**src/rtl/control_pkg.sv**
```systemverilog
// control_pkg: state codes, opcodes, mux select encodings and control bundle for the multicycle FSM
package control_pkg;
  localparam logic [3:0] S_FETCH      = 4'd0;
  localparam logic [3:0] S_DECODE     = 4'd1;
  localparam logic [3:0] S_MEMADR     = 4'd2;
  localparam logic [3:0] S_MEMREAD    = 4'd3;
  localparam logic [3:0] S_MEMWB      = 4'd4;
  localparam logic [3:0] S_EXEC_R     = 4'd5;
  localparam logic [3:0] S_EXEC_I     = 4'd6;
  localparam logic [3:0] S_EXEC_LUI   = 4'd7;
  localparam logic [3:0] S_EXEC_AUIPC = 4'd8;
  localparam logic [3:0] S_ALUWB      = 4'd9;
  localparam logic [3:0] S_TRAP       = 4'd10;
  localparam logic [6:0] OP_LW    = 7'b0000011;
  localparam logic [6:0] OP_R     = 7'b0110011;
  localparam logic [6:0] OP_I     = 7'b0010011;
  localparam logic [6:0] OP_LUI   = 7'b0110111;
  localparam logic [6:0] OP_AUIPC = 7'b0010111;
  localparam logic [1:0] ASRC_PC   = 2'b00;
  localparam logic [1:0] ASRC_OLD  = 2'b01;
  localparam logic [1:0] ASRC_REG  = 2'b10;
  localparam logic [1:0] ASRC_ZERO = 2'b11;
  localparam logic [1:0] BSRC_REG  = 2'b00;
  localparam logic [1:0] BSRC_IMM  = 2'b01;
  localparam logic [1:0] BSRC_FOUR = 2'b10;
  localparam logic [1:0] ALUOP_ADD = 2'b00;
  localparam logic [1:0] ALUOP_R   = 2'b10;
  localparam logic [1:0] ALUOP_I   = 2'b11;
  localparam logic [1:0] RES_ALUOUT = 2'b00;
  localparam logic [1:0] RES_MEM    = 2'b01;
  localparam logic [1:0] RES_ALU    = 2'b10;
  typedef struct packed {
    logic       pc_write;
    logic       ir_write;
    logic       adr_src;
    logic       mem_read;
    logic       reg_write;
    logic       imn_src;
    logic [1:0] alu_src_a;
    logic [1:0] alu_src_b;
    logic [1:0] alu_op;
    logic [1:0] result_src;
    logic       retire;
    logic       illegal;
  } ctrl_t;
  function automatic logic [3:0] decode_next(input logic [6:0] op);
    return op == OP_LW    ? S_MEMADR :
           op == OP_R     ? S_EXEC_R :
           op == OP_I     ? S_EXEC_I :
           op == OP_LUI   ? S_EXEC_LUI :
           op == OP_AUIPC ? S_EXEC_AUIPC : S_TRAP;
  endfunction
endpackage

```
**src/rtl/control_salidas.sv**
```systemverilog
// control_salidas: combinational decode of state (plus mem_ready in FETCH) into datapath controls
module control_salidas
  import control_pkg::*;
(
  input  logic [3:0] state,
  input  logic       mem_ready,
  output ctrl_t      ctrl
);
  always_comb begin
    ctrl = '0;
    case (state)
      S_FETCH: begin
        ctrl.mem_read = 1'b1;
        ctrl.adr_src = 1'b0;
        ctrl.pc_write = mem_ready;
        ctrl.ir_write = mem_ready;
        ctrl.alu_src_a = mem_ready ? ASRC_PC : 2'b00;
        ctrl.alu_src_b = mem_ready ? BSRC_FOUR : 2'b00;
        ctrl.result_src = mem_ready ? RES_ALU : 2'b00;
      end
      S_MEMADR: begin
        ctrl.alu_src_a = ASRC_REG;
        ctrl.alu_src_b = BSRC_IMM;
        ctrl.alu_op = ALUOP_ADD;
      end
      S_MEMREAD: begin
        ctrl.adr_src = 1'b1;
        ctrl.mem_read = 1'b1;
      end
      S_MEMWB: begin
        ctrl.result_src = RES_MEM;
        ctrl.reg_write = 1'b1;
        ctrl.retire = 1'b1;
      end
      S_EXEC_R: begin
        ctrl.alu_src_a = ASRC_REG;
        ctrl.alu_src_b = BSRC_REG;
        ctrl.alu_op = ALUOP_R;
      end
      S_EXEC_I: begin
        ctrl.alu_src_a = ASRC_REG;
        ctrl.alu_src_b = BSRC_IMM;
        ctrl.alu_op = ALUOP_I;
      end
      S_EXEC_LUI: begin
        ctrl.alu_src_a = ASRC_ZERO;
        ctrl.alu_src_b = BSRC_IMM;
        ctrl.imn_src = 1'b1;
      end
      S_EXEC_AUIPC: begin
        ctrl.alu_src_a = ASRC_OLD;
        ctrl.alu_src_b = BSRC_IMM;
        ctrl.imn_src = 1'b1;
      end
      S_ALUWB: begin
        ctrl.result_src = RES_ALUOUT;
        ctrl.reg_write = 1'b1;
        ctrl.retire = 1'b1;
      end
      S_TRAP: ctrl.illegal = 1'b1;
      default: ctrl = '0;
    endcase
  end
endmodule

```
**src/rtl/unidad_control_multiciclo.sv**
```systemverilog
// unidad_control_multiciclo: multicycle RV32 control FSM (fetch/decode/exec/mem/writeback, trap on bad opcode)
module unidad_control_multiciclo
  import control_pkg::*;
(
  input  logic       clk,
  input  logic       reset,
  input  logic [6:0] opcode,
  input  logic       mem_ready,
  output logic       pc_write,
  output logic       ir_write,
  output logic       adr_src,
  output logic       mem_read,
  output logic       reg_write,
  output logic       imn_src,
  output logic [1:0] alu_src_a,
  output logic [1:0] alu_src_b,
  output logic [1:0] alu_op,
  output logic [1:0] result_src,
  output logic       retire,
  output logic       illegal,
  output logic [3:0] state_dbg
);
  logic [3:0] state_q, state_d;
  ctrl_t ctrl_raw, ctrl;
  always_comb begin
    case (state_q)
      S_FETCH:      state_d = mem_ready ? S_DECODE : S_FETCH;
      S_DECODE:     state_d = decode_next(opcode);
      S_MEMADR:     state_d = S_MEMREAD;
      S_MEMREAD:    state_d = mem_ready ? S_MEMWB : S_MEMREAD;
      S_MEMWB:      state_d = S_FETCH;
      S_EXEC_R,
      S_EXEC_I,
      S_EXEC_LUI,
      S_EXEC_AUIPC: state_d = S_ALUWB;
      S_ALUWB:      state_d = S_FETCH;
      default:      state_d = S_TRAP;
    endcase
  end
  always_ff @(posedge clk) begin
    if (reset) state_q <= S_FETCH;
    else state_q <= state_d;
  end
  control_salidas u_salidas (
    .state     (state_q),
    .mem_ready (mem_ready),
    .ctrl      (ctrl_raw)
  );
  // Reset masks every output combinationally so an in-flight request drops the same cycle.
  assign ctrl       = reset ? '0 : ctrl_raw;
  assign state_dbg  = reset ? 4'd0 : state_q;
  assign pc_write   = ctrl.pc_write;
  assign ir_write   = ctrl.ir_write;
  assign adr_src    = ctrl.adr_src;
  assign mem_read   = ctrl.mem_read;
  assign reg_write  = ctrl.reg_write;
  assign imn_src    = ctrl.imn_src;
  assign alu_src_a  = ctrl.alu_src_a;
  assign alu_src_b  = ctrl.alu_src_b;
  assign alu_op     = ctrl.alu_op;
  assign result_src = ctrl.result_src;
  assign retire     = ctrl.retire;
  assign illegal    = ctrl.illegal;
endmodule

```
**config.mk**
```make
export PLATFORM = sky130hd
export DESIGN_NAME = unidad_control_multiciclo
export DESIGN_NICKNAME = d
export VERILOG_FILES = /design/src/rtl/control_pkg.sv /design/src/rtl/control_salidas.sv /design/src/rtl/unidad_control_multiciclo.sv
export SDC_FILE = /design/constraint.sdc
export NUM_CORES = 1
export LEC_CHECK = 0
export ABC_CLOCK_PERIOD_IN_PS = 1700
export CORE_MARGIN = 4
export CORE_UTILIZATION = 37
export DETAILED_ROUTE_END_ITERATION = 10
export PLACE_DENSITY_LB_ADDON = 0.3
export SETUP_SLACK_MARGIN = 0.02
export SLEW_MARGIN = 40
export SYNTH_ARGS = -nofsm -noshare
export SYNTH_HDL_FRONTEND = slang
export SYNTH_SLANG_ARGS = --single-unit
```
**constraint.sdc**
```tcl
create_clock -name clk -period 1.7 [get_ports clk]
set_input_delay 0.34 -clock clk [delete_from_list [all_inputs] [get_ports clk]]
set_output_delay 0.34 -clock clk [all_outputs]
set_load 0.01 [all_outputs]
```
==> impl_metrics.toml <==
[run_status]
status = "completed"

[floorplan]
floorplan_die_area_um2 = 2100
start_util_pct = 39.8
design.portCount = 30
placement_rows = 13
die_w_um = 45.9
core_area_um2 = 1330
die_height_um = 45.9

[timing]
final-hold-violation-count = 0
finalCriticalPeriod_ns = 1.63
holdWs_ns = 0.597
finalMaxSlewViolations = 0
timing.fmax_mhz = 614
finalSetupViolCount = 0
finClkSkew_ns = 0.00869
max-slew-margin-rel_pct = 81.9
setup_total_negative_slack_ns = 0
unrepaired_setup_endpoints_after_global_routing = "yes"
worst-slew-pin-transition_ns = 0.269
period_share_pct = 95.8

[yosys]
synth-seq-area-share_pct = 15.1
synth_top_flop_cell = "sky130_fd_sc_hd__dfxtp_1"
async_flop_share_pct = 0
number_of_synthesized_flops_with_an_enable_pin = 0
synth_area_um2 = 531
synth_cells = 71
synth.net_count = 81
synth_cell_type_count = 32
ys_seq_elements = 4
ys.warnings.count = 0
synthesis.area_per_instance_um2 = 7.47

[cells_and_area]
layout.cells.most_common = "sky130_fd_sc_hd__buf_4"
final_cell_area_um2 = 1040
final_layout_size_suffix_gt1_share_pct = 52.8
reg.largest.list = "state_q x4"
instances_no_fill = 138
largest_register_ffs = 4
syn_to_final_growth_pct = 95.8
regMostFlops = "state_q"
insertedDiodeCount = 0
layout_common_cells = "sky130_fd_sc_hd__buf_4 (26), sky130_fd_sc_hd__buf_2 (12), sky130_fd_sc_hd__nor2b_1 (7), sky130_fd_sc_hd__clkdlybuf4s50_1 (7), sky130_fd_sc_hd__nor2_1 (5)"
num-nets-final = 135

[routing]
wire_per_inst_um = 14.4
via_per_inst = 5.45
postRouteWirelength_um = 1990
count_of_vias_placed_by_the_detailed_router = 752
number_of_detailed_route_iterations_in_the_first_pass = 4
detail-route-antenna-nets = 0
post-route-drc-count = 0
detail_route.iter0.violations = 9

[power]
power.static_leakage_nw = 0.513
powerDensity_nw_per_um2 = 978
fin_total_pwr_mw = 1.02
peak_supply_drop_mv = 0.557

[setup_path]
critical_path.max_fanout = 4
worst-endpoint-required_ns = 1.36
worst_path_arrival_time_ns = 1.29
cp_slowest_stage_delay_ns = 0.32
worst_path_most_repeated_cell = "sky130_fd_sc_hd__buf_4"
crit_path_cell_trace = "nor2b_2, buf_4, buf_4, and3b_1, buf_2"
crit_path_top_delay_cell = "sky130_fd_sc_hd__dfxtp_2"
cp-end-kind = "primary output"
worst_setup_sp_type = "flop"
criticalPathCategory = "reg2out"

[cts]
clk-insertion-delay-late_ns = 0.24
cts-root-buf = "sky130_fd_sc_hd__clkbuf_4"
clk_transition_reported_paths_ns = 0.04
cts.path.max_buffers = 2
cts_tree = "yes"
cts.hold.buffers_added = 0
htreeDepth = 1
inserted_clock_buffers = 3
cts_sinks = 4

[grt]
grt_overflow = 0
via_count_of_the_first_global_routing_pass = 744
wire_length_of_the_first_global_routing_pass_um = 3210
grtUsageTotal_pct = 21.0
antenna_violations_before_repair = 0
grt_start_max_net_pins = 12

[place]
place_congestion = 0.824
cell_area_placed_um2 = 948
port-buffer-count = 29
detailedPlacementHpwl_um = 1430
place.detailed.instances = 127

[hold_path]
timing.hold.worst.class = "in2reg"

[flow_run]
maxCapViolCount = 0
==> synthesized netlist by cell type, types with 2 or more instances <==
| cell | count | area share, % |
|---|---|---|
| sky130_fd_sc_hd__a21oi_1 | 4 | 3.8 |
| sky130_fd_sc_hd__and3_1 | 3 | 3.5 |
| sky130_fd_sc_hd__and4b_1 | 3 | 5.7 |
| sky130_fd_sc_hd__buf_2 | 6 | 5.7 |
| sky130_fd_sc_hd__buf_4 | 2 | 2.8 |
| sky130_fd_sc_hd__dfxtp_1 | 4 | 15 |
| sky130_fd_sc_hd__nand2_1 | 3 | 2.1 |
| sky130_fd_sc_hd__nand2b_1 | 2 | 2.4 |
| sky130_fd_sc_hd__nand4_1 | 2 | 2.4 |
| sky130_fd_sc_hd__nor2_1 | 7 | 5.0 |
| sky130_fd_sc_hd__nor2b_1 | 9 | 11 |
| sky130_fd_sc_hd__nor3_1 | 3 | 2.8 |
| sky130_fd_sc_hd__nor3b_1 | 2 | 2.8 |
| sky130_fd_sc_hd__nor4bb_1 | 2 | 3.8 |
| sky130_fd_sc_hd__xor2_1 | 2 | 3.3 |
==> path summary, 6_finish.rpt <==
check                           depth (start not counted)  slack, ns               endpoint             startpoint
worst min register to register                          3       0.64  state_q[0]$_SDFF_PP0_  state_q[0]$_SDFF_PP0_
worst min-delay path                                    3       0.60  state_q[0]$_SDFF_PP0_                  reset
worst max-delay path                                    5       0.07                adr_src  state_q[1]$_SDFF_PP0_
worst max register to register                          5       0.23  state_q[0]$_SDFF_PP0_  state_q[1]$_SDFF_PP0_
==> layout make-up <==
cell class / count / area (um2)
Clock buffer: 3 / 22.5
Fill cell: 106 / 295
Multi-Input combinational cell: 58 / 470
Sequential cell: 4 / 88.8
Tap cell: 15 / 18.8
Timing Repair Buffer: 58 / 438
==> cell families (layout without fill, tap and decap cells) <==
family / after synthesis / count (layout) / share of synthesized area [%]
and+or+nand+nor: 41 / 41 / 52.1
xor gates and xnor gates: 2 / 2 / 3.30
AOI/OAI and AO/OA: 14 / 14 / 18.2
DFF: 4 / 4 / 15.1
buffers and inverters: 9 / 61 / 9.20
muxes: 1 / 1 / 2.12
==> report_power, final <==
group          switching, mW  internal [mW]  total [mW]  leakage (nW)
clock                 0.0415         0.0792       0.121        0.0138
sequential            0.0407          0.127       0.168        0.0345
combinational          0.327          0.400       0.727         0.465
total                  0.410          0.606        1.02         0.513
==> routing by layer <==
| metal | routed length, um | up-vias | GRT usage, % |
|---|---|---|---|
| met5 | 0 | - | 0 |
| met4 | 22 | 0 | 6.82 |
| met3 | 128 | 4 | 3.95 |
| met2 | 1060 | 33 | 40.7 |
| met1 | 770 | 341 | 21.9 |
| li1 | - | 374 | - |
==> metrics by stage <==
stage	setup slack [ns]	utilization [%]
after global routing	-0.0101	77.9
final	0.0710	77.9
after detailed placement	-0.524	71.1
after CTS	0.0141	77.9
after global placement	-0.433	71.1
after floorplan	0.101	-
==> worst max-delay path: cells and delay by family (launching register included) <==
kind,cells,cell delay [ns]
buffers and inverters,3,0.41
DFF,1,0.32
and+or+nand+nor,2,0.32
==> what timing repair did <==
| item | 4_1_cts | 5_1_grt |
|---|---|---|
| pin swaps | 2 | 4 |
| setup buffers | 8 | 0 |
| resized for setup | 73 | 21 |
| setup endpoints to repair | 20 | 15 |
| gates cloned | 0 | 0 |
(Power assumes the default switching activity.)
